## src/rtl/mmio_uart_tx_if.sv

```systemverilog
// Store-bus snoop interface carrying the CPU memory-stage write outputs.
interface mmio_uart_tx_if;
  logic        MemWriteM;
  logic [31:0] DataAdrM;
  logic [31:0] WriteDataM;

  modport master (output MemWriteM, DataAdrM, WriteDataM);
  modport slave  (input  MemWriteM, DataAdrM, WriteDataM);
endinterface

```

## src/rtl/mmio_uart_tx.sv

```systemverilog
// Memory-mapped 8N1 UART transmitter: stores to UART_ADDR feed a TX FIFO that
// a registered-output serialiser drains onto tx.
module mmio_uart_tx #(
  parameter int unsigned CLKS_PER_BIT = 868,
  parameter logic [31:0] UART_ADDR    = 32'h0000_00F0,
  parameter int unsigned FIFO_DEPTH   = 16
) (
  input  logic          clk,
  input  logic          reset,
  mmio_uart_tx_if.slave bus,
  output logic          tx,
  output logic          busy,
  output logic          fifo_full,
  output logic          overflow
);

  localparam int unsigned TW = (CLKS_PER_BIT > 1) ? $clog2(CLKS_PER_BIT) : 1;
  localparam int unsigned PW = (FIFO_DEPTH > 1) ? $clog2(FIFO_DEPTH) : 1;
  localparam int unsigned CW = PW + 1;
  localparam logic [TW-1:0] T_LAST = TW'(CLKS_PER_BIT - 1);
  localparam logic [CW-1:0] C_FULL = CW'(FIFO_DEPTH);

  typedef enum logic [1:0] {IDLE, START, DATA, STOP} state_t;

  // previous-cycle store snapshot
  logic        prev_we;
  logic [31:0] prev_adr;
  logic [31:0] prev_data;

  // FIFO
  logic [7:0]    mem [FIFO_DEPTH];
  logic [PW-1:0] wr_ptr, rd_ptr;
  logic [CW-1:0] count, count_n;
  logic          hit, push, pop, drop;
  logic [7:0]    head;

  // serialiser
  state_t        state, state_n;
  logic [TW-1:0] timer, timer_n;
  logic [2:0]    bit_idx, bit_n;
  logic [7:0]    shift, shift_n;
  logic          tx_n;
  logic          bit_end;

  // A held strobe with unchanged address/data is one store, not many.
  assign hit = bus.MemWriteM && (bus.DataAdrM == UART_ADDR) &&
               (!prev_we || ({bus.DataAdrM, bus.WriteDataM} != {prev_adr, prev_data}));

  assign fifo_full = (count == C_FULL);
  assign busy      = (state != IDLE) || (count != '0);
  assign head      = mem[rd_ptr];
  assign push      = hit && (!fifo_full || pop);
  assign drop      = hit && fifo_full && !pop;
  assign bit_end   = (timer == T_LAST);

  always_ff @(posedge clk or posedge reset) begin
    if (reset) begin
      prev_we   <= 1'b0;
      prev_adr  <= '0;
      prev_data <= '0;
    end else begin
      prev_we   <= bus.MemWriteM;
      prev_adr  <= bus.DataAdrM;
      prev_data <= bus.WriteDataM;
    end
  end

  always_ff @(posedge clk) begin
    if (push) mem[wr_ptr] <= bus.WriteDataM[7:0];
  end

  always_comb begin
    count_n = count;
    case ({push, pop})
      2'b10:   count_n = count + CW'(1);
      2'b01:   count_n = count - CW'(1);
      default: count_n = count;
    endcase
  end

  always_ff @(posedge clk or posedge reset) begin
    if (reset) begin
      wr_ptr   <= '0;
      rd_ptr   <= '0;
      count    <= '0;
      overflow <= 1'b0;
    end else begin
      if (push) wr_ptr <= wr_ptr + PW'(1);
      if (pop)  rd_ptr <= rd_ptr + PW'(1);
      count <= count_n;
      if (drop) overflow <= 1'b1;
    end
  end

  always_comb begin
    state_n = state;
    timer_n = timer;
    bit_n   = bit_idx;
    shift_n = shift;
    pop     = 1'b0;
    case (state)
      IDLE: begin
        if (count != '0) begin
          pop     = 1'b1;
          shift_n = head;
          timer_n = '0;
          bit_n   = '0;
          state_n = START;
        end
      end
      START: begin
        if (bit_end) begin
          timer_n = '0;
          bit_n   = '0;
          state_n = DATA;
        end else begin
          timer_n = timer + TW'(1);
        end
      end
      DATA: begin
        if (bit_end) begin
          timer_n = '0;
          shift_n = {1'b0, shift[7:1]};
          if (bit_idx == 3'd7) state_n = STOP;
          else                 bit_n   = bit_idx + 3'd1;
        end else begin
          timer_n = timer + TW'(1);
        end
      end
      STOP: begin
        if (bit_end) begin
          timer_n = '0;
          if (count != '0) begin
            pop     = 1'b1;
            shift_n = head;
            bit_n   = '0;
            state_n = START;
          end else begin
            state_n = IDLE;
          end
        end else begin
          timer_n = timer + TW'(1);
        end
      end
      default: state_n = IDLE;
    endcase

    // tx is registered from the next-state view so the line changes on the edge itself
    case (state_n)
      START:   tx_n = 1'b0;
      DATA:    tx_n = shift_n[0];
      default: tx_n = 1'b1;
    endcase
  end

  always_ff @(posedge clk or posedge reset) begin
    if (reset) begin
      state   <= IDLE;
      timer   <= '0;
      bit_idx <= '0;
      shift   <= '0;
      tx      <= 1'b1;
    end else begin
      state   <= state_n;
      timer   <= timer_n;
      bit_idx <= bit_n;
      shift   <= shift_n;
      tx      <= tx_n;
    end
  end

endmodule

```

## src/flat_wrapper.sv

```systemverilog
// flat-port wrapper written by rule: the top's interface ports become plain ports
module mmio_uart_tx_flat 
#(
  parameter int unsigned CLKS_PER_BIT = 868,
  parameter logic [31:0] UART_ADDR    = 32'h0000_00F0,
  parameter int unsigned FIFO_DEPTH   = 16
)
  (clk, reset, tx, busy, fifo_full, overflow, bus_MemWriteM, bus_DataAdrM, bus_WriteDataM);
  mmio_uart_tx_if bus_i ();
  input  logic clk;
  input  logic reset;
  output logic tx;
  output logic busy;
  output logic fifo_full;
  output logic overflow;
  input wire logic [$bits(bus_i.MemWriteM)-1:0] bus_MemWriteM;
  input wire logic [$bits(bus_i.DataAdrM)-1:0] bus_DataAdrM;
  input wire logic [$bits(bus_i.WriteDataM)-1:0] bus_WriteDataM;
  assign bus_i.MemWriteM = bus_MemWriteM;
  assign bus_i.DataAdrM = bus_DataAdrM;
  assign bus_i.WriteDataM = bus_WriteDataM;
  mmio_uart_tx #(.CLKS_PER_BIT(CLKS_PER_BIT), .UART_ADDR(UART_ADDR), .FIFO_DEPTH(FIFO_DEPTH)) u_core (.clk(clk), .reset(reset), .bus(bus_i), .tx(tx), .busy(busy), .fifo_full(fifo_full), .overflow(overflow));
endmodule
```

## config.mk

```make
export PLATFORM = sky130hd
export DESIGN_NAME = mmio_uart_tx_flat
export DESIGN_NICKNAME = d
export VERILOG_FILES = /design/src/rtl/mmio_uart_tx_if.sv /design/src/rtl/mmio_uart_tx.sv /design/src/flat_wrapper.sv
export SDC_FILE = /design/constraint.sdc
export NUM_CORES = 1
export LEC_CHECK = 0
export ABC_AREA = 0
export CAP_MARGIN = 20
export CORE_MARGIN = 2
export CORE_UTILIZATION = 55
export CTS_CLUSTER_DIAMETER = 50
export DETAILED_ROUTE_END_ITERATION = 12
export PLACE_DENSITY_LB_ADDON = 0.3
export REMOVE_ABC_BUFFERS = 1
export SLEW_MARGIN = 15
export SYNTH_ARGS = -nofsm -noshare
export SYNTH_HDL_FRONTEND = slang
export SYNTH_SLANG_ARGS = --single-unit
```

## constraint.sdc

```tcl
create_clock -name clk -period 6.8 [get_ports clk]
set_clock_uncertainty 0.05 [all_clocks]
set_input_delay 0.68 -clock clk [delete_from_list [all_inputs] [get_ports clk]]
set_output_delay 0.68 -clock clk [all_outputs]
set_load 0.01 [all_outputs]
```

# Word-level counts from Yosys, hierarchy flattened
# Memory sizes are Yosys's and may differ from the RTL's.
# Index checks and enable logic that the tools add are counted.
# word_totals
latchBits,0
n_memories,1
romBits,0
ff_bits,103
word_cells,83
mem_bits_rw,128
# op_classes
n_mul,0
n_reduce_logical,19
shifts,0
n_mux,27
magnitude_cmp,0
n_eq_ne,17
n_addsub,6
n_div,0
n_bitwise,0
# mem_list
name,depth,word_bits,rd,rd_ports_with_merged_regs,write_ports,line,source
u_core.mem,16,8,1,0,1,mmio_uart_tx.sv:31,logic [7:0] mem [FIFO_DEPTH];
# op_table
cell,n
64-bit != test,1
"32-bit by 8-bit == test with 1-bit output, second input constant",1
8-bit 2-to-1 mux,3
8-bit case mux with 3 select lines,1
10-bit 2-to-1 mux,2
10-bit case mux with 2 select lines,1
3-bit 2-to-1 mux,5
3-bit case mux with 4 select lines,1
"10-bit by 1-bit adder with 10-bit output, second input constant",1
"10-bit == test, second input constant",1
2-bit 2-to-1 mux,5
5-bit case mux with 2 select lines,1
"4-bit by 1-bit adder with 4-bit output, second input constant",2
"2-bit == test, second input constant",4
"2-bit by 1-bit != test with 1-bit output, second input constant",4
2-bit case mux with 4 select lines,1
"2-bit by 1-bit == test with 1-bit output, second input constant",3
"5-bit by 1-bit adder with 5-bit output, second input constant",1
"5-bit == test, second input constant",1
1-bit logical AND,5
1-bit 2-to-1 mux,5
5-bit nonzero test,1
"5-bit by 1-bit subtractor with 5-bit output, second input constant",1
1-bit case mux with 2 select lines,2
11 further kinds,16

# Logic depth before layout (Yosys ltp)
# depth
word_depth,8
ltp_mapped,14
depth_no_buf,14

# Least setup slack after synthesis
# OpenSTA, ideal clock, no wires.
# synth_path
path_type,register to register
startpoint,reg u_core.timer[0]
endpoint,mem u_core.mem[11][0] (enable)
t_arrival_ns,2.716
stages_incl_launch_ff,10
synth_period_minus_slack_ns,3.161
slack_ns,3.639
setup_time_ns,0.395
n_path_buf,1
cell_sequence,dfrtp_1 ha_1 nor2b_1 nand4_2 nor4_4 a21oi_1 or3_4 a21o_1 buf_4 nor4_1
# synth_between
elab_chain_cells,7
# synth_lines
element,line,source
from (decl),mmio_uart_tx.sv:39,"logic [TW-1:0] timer, timer_n;"
from (signal assigned),mmio_uart_tx.sv:165,timer <= timer_n;
10-bit == test,mmio_uart_tx.sv:54,assign bit_end = (timer == T_LAST);
1-bit 2-to-1 mux,mmio_uart_tx.sv:131,if (bit_end) begin
1-bit case mux with 2 select lines,mmio_uart_tx.sv:101,case (state)
1-bit logical OR,mmio_uart_tx.sv:52,assign push = hit && (!fifo_full || pop);
1-bit logical AND,mmio_uart_tx.sv:52,
1-bit 2-to-1 mux,mmio_uart_tx.sv:69,if (push) mem[wr_ptr] <= bus.WriteDataM[7:0];
1-bit 2-to-1 mux (implied by the code),mmio_uart_tx.sv:69,
to (decl),mmio_uart_tx.sv:31,
# Every way passes these cells.

# Worst setup path after layout
# layout_path
startpoint,in bus_WriteDataM[5]
endpoint,mem u_core.mem[6][1] (enable)
# layout_between
elab_chain_cells,6
# layout_lines
element,line,source
from (decl),flat_wrapper.sv:18,input wire logic [$bits(bus_i.WriteDataM)-1:0] bus_WriteDataM;
64-bit != test,mmio_uart_tx.sv:47,"(!prev_we || ({bus.DataAdrM, bus.WriteDataM} != {prev_adr, prev_data}));"
1-bit logical OR,mmio_uart_tx.sv:47,
1-bit logical AND,mmio_uart_tx.sv:46,assign hit = bus.MemWriteM && (bus.DataAdrM == UART_ADDR) &&
1-bit logical AND,mmio_uart_tx.sv:52,
1-bit 2-to-1 mux,mmio_uart_tx.sv:69,
1-bit 2-to-1 mux (implied by the code),mmio_uart_tx.sv:69,
# Every way passes these cells.

==> key figures <==
Drt
  – DRC errors left: 0
  – 1st-pass router iterations: 5
  – Vias/cell: 6.03
  – Post-DRT Antenna Nets: 0
  – Post-Route WL: around 22000 um
  – Drt wl/cell: 21.5 um
  – Total number of vias: 6125
  – DRT iter0 DRCs: 580

Pwr
  – Comb power frac: 0.046
  – Clock power share: 0.473
  – Net load switching power: 0.671 mW
  – Pwr/cell area: 266 nW/um^2
  – Design Power: 3.14 mW
  – Pint: 2.47 mW
  – Sw frac: 0.214
  – P_leak: around 4.3 nW
  – Reg power frac: 0.481
  – Maximum vdd ir drop: 0.232 mV

CTS
  – Post_cts resized: 0
  – Clock sink total: 231
  – Skew-Pair Late Insertion Delay: 520 ps
  – Hold_buf cts: 0
  – CTS Root Cell: clkbuf_16
  – H-Tree Depth: 1
  – Reg clk slew, reported paths: 60 ps
  – Num CTS Buffers: 27
  – Post-CTS Setup Bufs: 0
  – Clock buffer depth: 3
  – CTS tree: built

STA
  – Setup tns final: 0 ps
  – Final WS setup: 2850 ps
  – Period utilization: 0.581
  – Slew Limit Fails: 0
  – # setup viols final: 0
  – Fin Hold WS: around 430 ps
  – Unrepaired setup endpoints after global routing: no
  – Hold Fails Final Rpt: 0
  – Tmin final: 3950 ps
  – Worst-margin pin slew: about 970 ps
  – Max_slew headroom: 0.351
  – Max Fclk: 253 MHz

Setup path
  – R2r setup slk: around 2900 ps
  – Crit Path Max Fanout: 18
  – Worst setup SP type: input port
  – WP data arrival: just over 4000 ps
  – Reg2Reg Capture Point: u_core.count[4]
  – CP Class: in2reg
  – Critical path's top delay family: simple AND/OR/NAND/NOR gates
  – Critical-path top delay cell: clkdlybuf4s50_1
  – Critical path cell sequence: clkdlybuf4s50_1 > xnor2_1 > nand4_1 > nor4_1 > nand4_1 > o41ai_2 > a21o_1 > nor3_2 > and2_1
  – Most used cell, CP: nand4_1
  – Reg-to-Reg Start: u_core.timer[0]
  – Worst path max stage delay: 770 ps
  – Reg2reg path depth: 14
  – Worst Setup End Kind: flip-flop
  – Worst path bufs/invs: 1
  – Worst Path Required: 6980 ps

Placed design
  – PortBufs: 70
  – Worst slack at placement: 2360 ps
  – HPWL reported at the end of detailed placement: ~15000 um
  – RePlAce Congestion: ~0.91

Synthesis
  – Number of flops mapped to enable cells by yosys: 128
  – Synth warnings: 0
  – Synth Instances: 674
  – Synth cell count leaders: edfxtp_1 (128), dfrtp_1 (102), xnor2_1 (62), nand4_1 (39), mux4_2 (34)
  – Top-area cell type share of the netlist area: 0.388
  – Cell accounting for the most synthesized area: edfxtp_1
  – Post-synth cell types: 56
  – Ys async rst share: 0.446
  – Predominant post-synthesis flop cell: edfxtp_1
  – Mapped Avg Cell Area: 14.7 um^2
  – Most frequent cell after synthesis: edfxtp_1
  – Register area share after synthesis: 0.648
  – Main area contributors after synthesis: edfxtp_1 (39%), dfrtp_1 (26%), mux4_2 (7.7%)
  – Yosys reg bits: 231
  – Post-Syn Area: ~9900 um^2

Final layout
  – Fin util: 0.664
  – Area Growth Syn to Fin: 19.5%
  – Total Nets Final: 851
  – Share of layout cells above drive strength 1: 0.147
  – FF/Latch Area: 6420 um^2
  – # diodes: 0
  – Filler cells: between 1000 and 1500
  – Multi-input gate area: 3330 um^2

Min path
  – Type of the tightest min-delay check: reg2reg
  – Hold depth: 2
  – Hold_sp: u_core.bit_idx[1]
  – Hold Path Sink: u_core.bit_idx[1]

Die
  – Die extent in y: between 100 and 150 um
  – Core footprint: 17800 um^2
  – Full die area: 19100 um^2
  – Starting Density: 0.555
  – Rows: roughly 50
  – # IOs: 71
  – Die Width: 138 um

Flow run
  – Max Cap Viol: 0

Global route
  – Initial antenna violation count: 0
  – Gr usage total: 0.231
  – First-pass GRT wire length: ~35000 um
  – Number of global-route vias before repair: about 6400
  – Largest net degree at the start of global routing: 55
  – Grt ovf: 0

Outcome
  – Status: complete, no violations
-- power groups by stage --
stage                     registers, mW  logic, mW  clock network, mW
after global placement             1.54      0.143                  0
after detailed placement           1.54      0.146                  0
after floorplan                    1.54     0.0598                  0
after CTS                          1.51      0.146               1.51
final                              1.51      0.146               1.49
after global routing               1.51      0.158               1.57
-- logic make-up after synthesis --
| kind of cell | Yosys count | synth area share |
|---|---|---|
| mux | 40 | 0.0847 |
| flops | 231 | 0.648 |
| buf+inv | 38 | 0.0155 |
| compound gates | 84 | 0.0518 |
| simple gates | 201 | 0.121 |
| xor+xnor | 62 | 0.0548 |
| fa+ha+maj | 18 | 0.0235 |
-- flip-flops by register name, summed over array words and instances, names as in the netlist, 4 cells and up --
| signal | flops |
|---|---|
| u_core.timer | 10 |
| u_core.rd_ptr | 4 |
| u_core.shift | 8 |
| u_core.prev_data | 32 |
| u_core.wr_ptr | 4 |
| u_core.prev_adr | 32 |
| u_core.mem | 128 |
| u_core.count | 5 |
-- through the flow --
stage | cell area (um^2) | std cells
2_1_floorplan | 9830 | 656
3_3_place_gp | 10900 | 966
3_5_place_dp | 10900 | 966
4_1_cts | 11800 | 1016
5_1_grt | 11800 | 1016
6_report | 11800 | 1016
-- cell usage in the layout (no fill, tap or decap), types with 19 or more instances in the layout --
cell type,instances
inv_1,19
clkbuf_16,28
mux4_2,34
dfrtp_1,101
o21ai_0,25
nand2_1,29
edfxtp_1,128
nand4_1,39
nand2b_1,23
a21oi_1,29
clkdlybuf4s50_1,70
xnor2_1,62
-- per-layer routing --
metal	track usage	up-vias	wire, um
met2	0.378	236	10900
met5	0	-	0
met3	0.0433	35	1370
li1	-	2752	-
met4	0.0644	0	393
met1	0.323	3102	9200
-- worst max-delay path by stage --
stage	startpoint	end	depth (start not counted)
finish	bus_WriteDataM[5]	u_core.mem[6][1]	9
global route	u_core.timer[0]	u_core.count[4]	14
CTS	u_core.timer[0]	u_core.count[4]	14
detailed placement	bus_WriteDataM[5]	u_core.mem[0][2]	9
global placement	bus_WriteDataM[5]	u_core.mem[0][2]	9
floorplan	u_core.timer[0]	u_core.mem[11][0]	8
-- cell type report --
type / count / share of cell area
flip-flops and latches: 231 / 0.543
multi-input cells: 405 / 0.281
repair buffers: 81 / 0.0662
clock buffers: 33 / 0.0628
well taps: 229 / 0.0242
clock inverters: 17 / 0.0164
inverters: 20 / 0.00655
-- worst register-to-register path, delay by kind of cell (launching register included) --
family	cells	cell delay, ps
buf+inv	2	180
fa+ha+maj	2	660
xor+xnor	1	150
simple gates	5	1640
flops	1	390
compound gates	3	610
mux	1	190
Power figures use the tool's default switching activity.
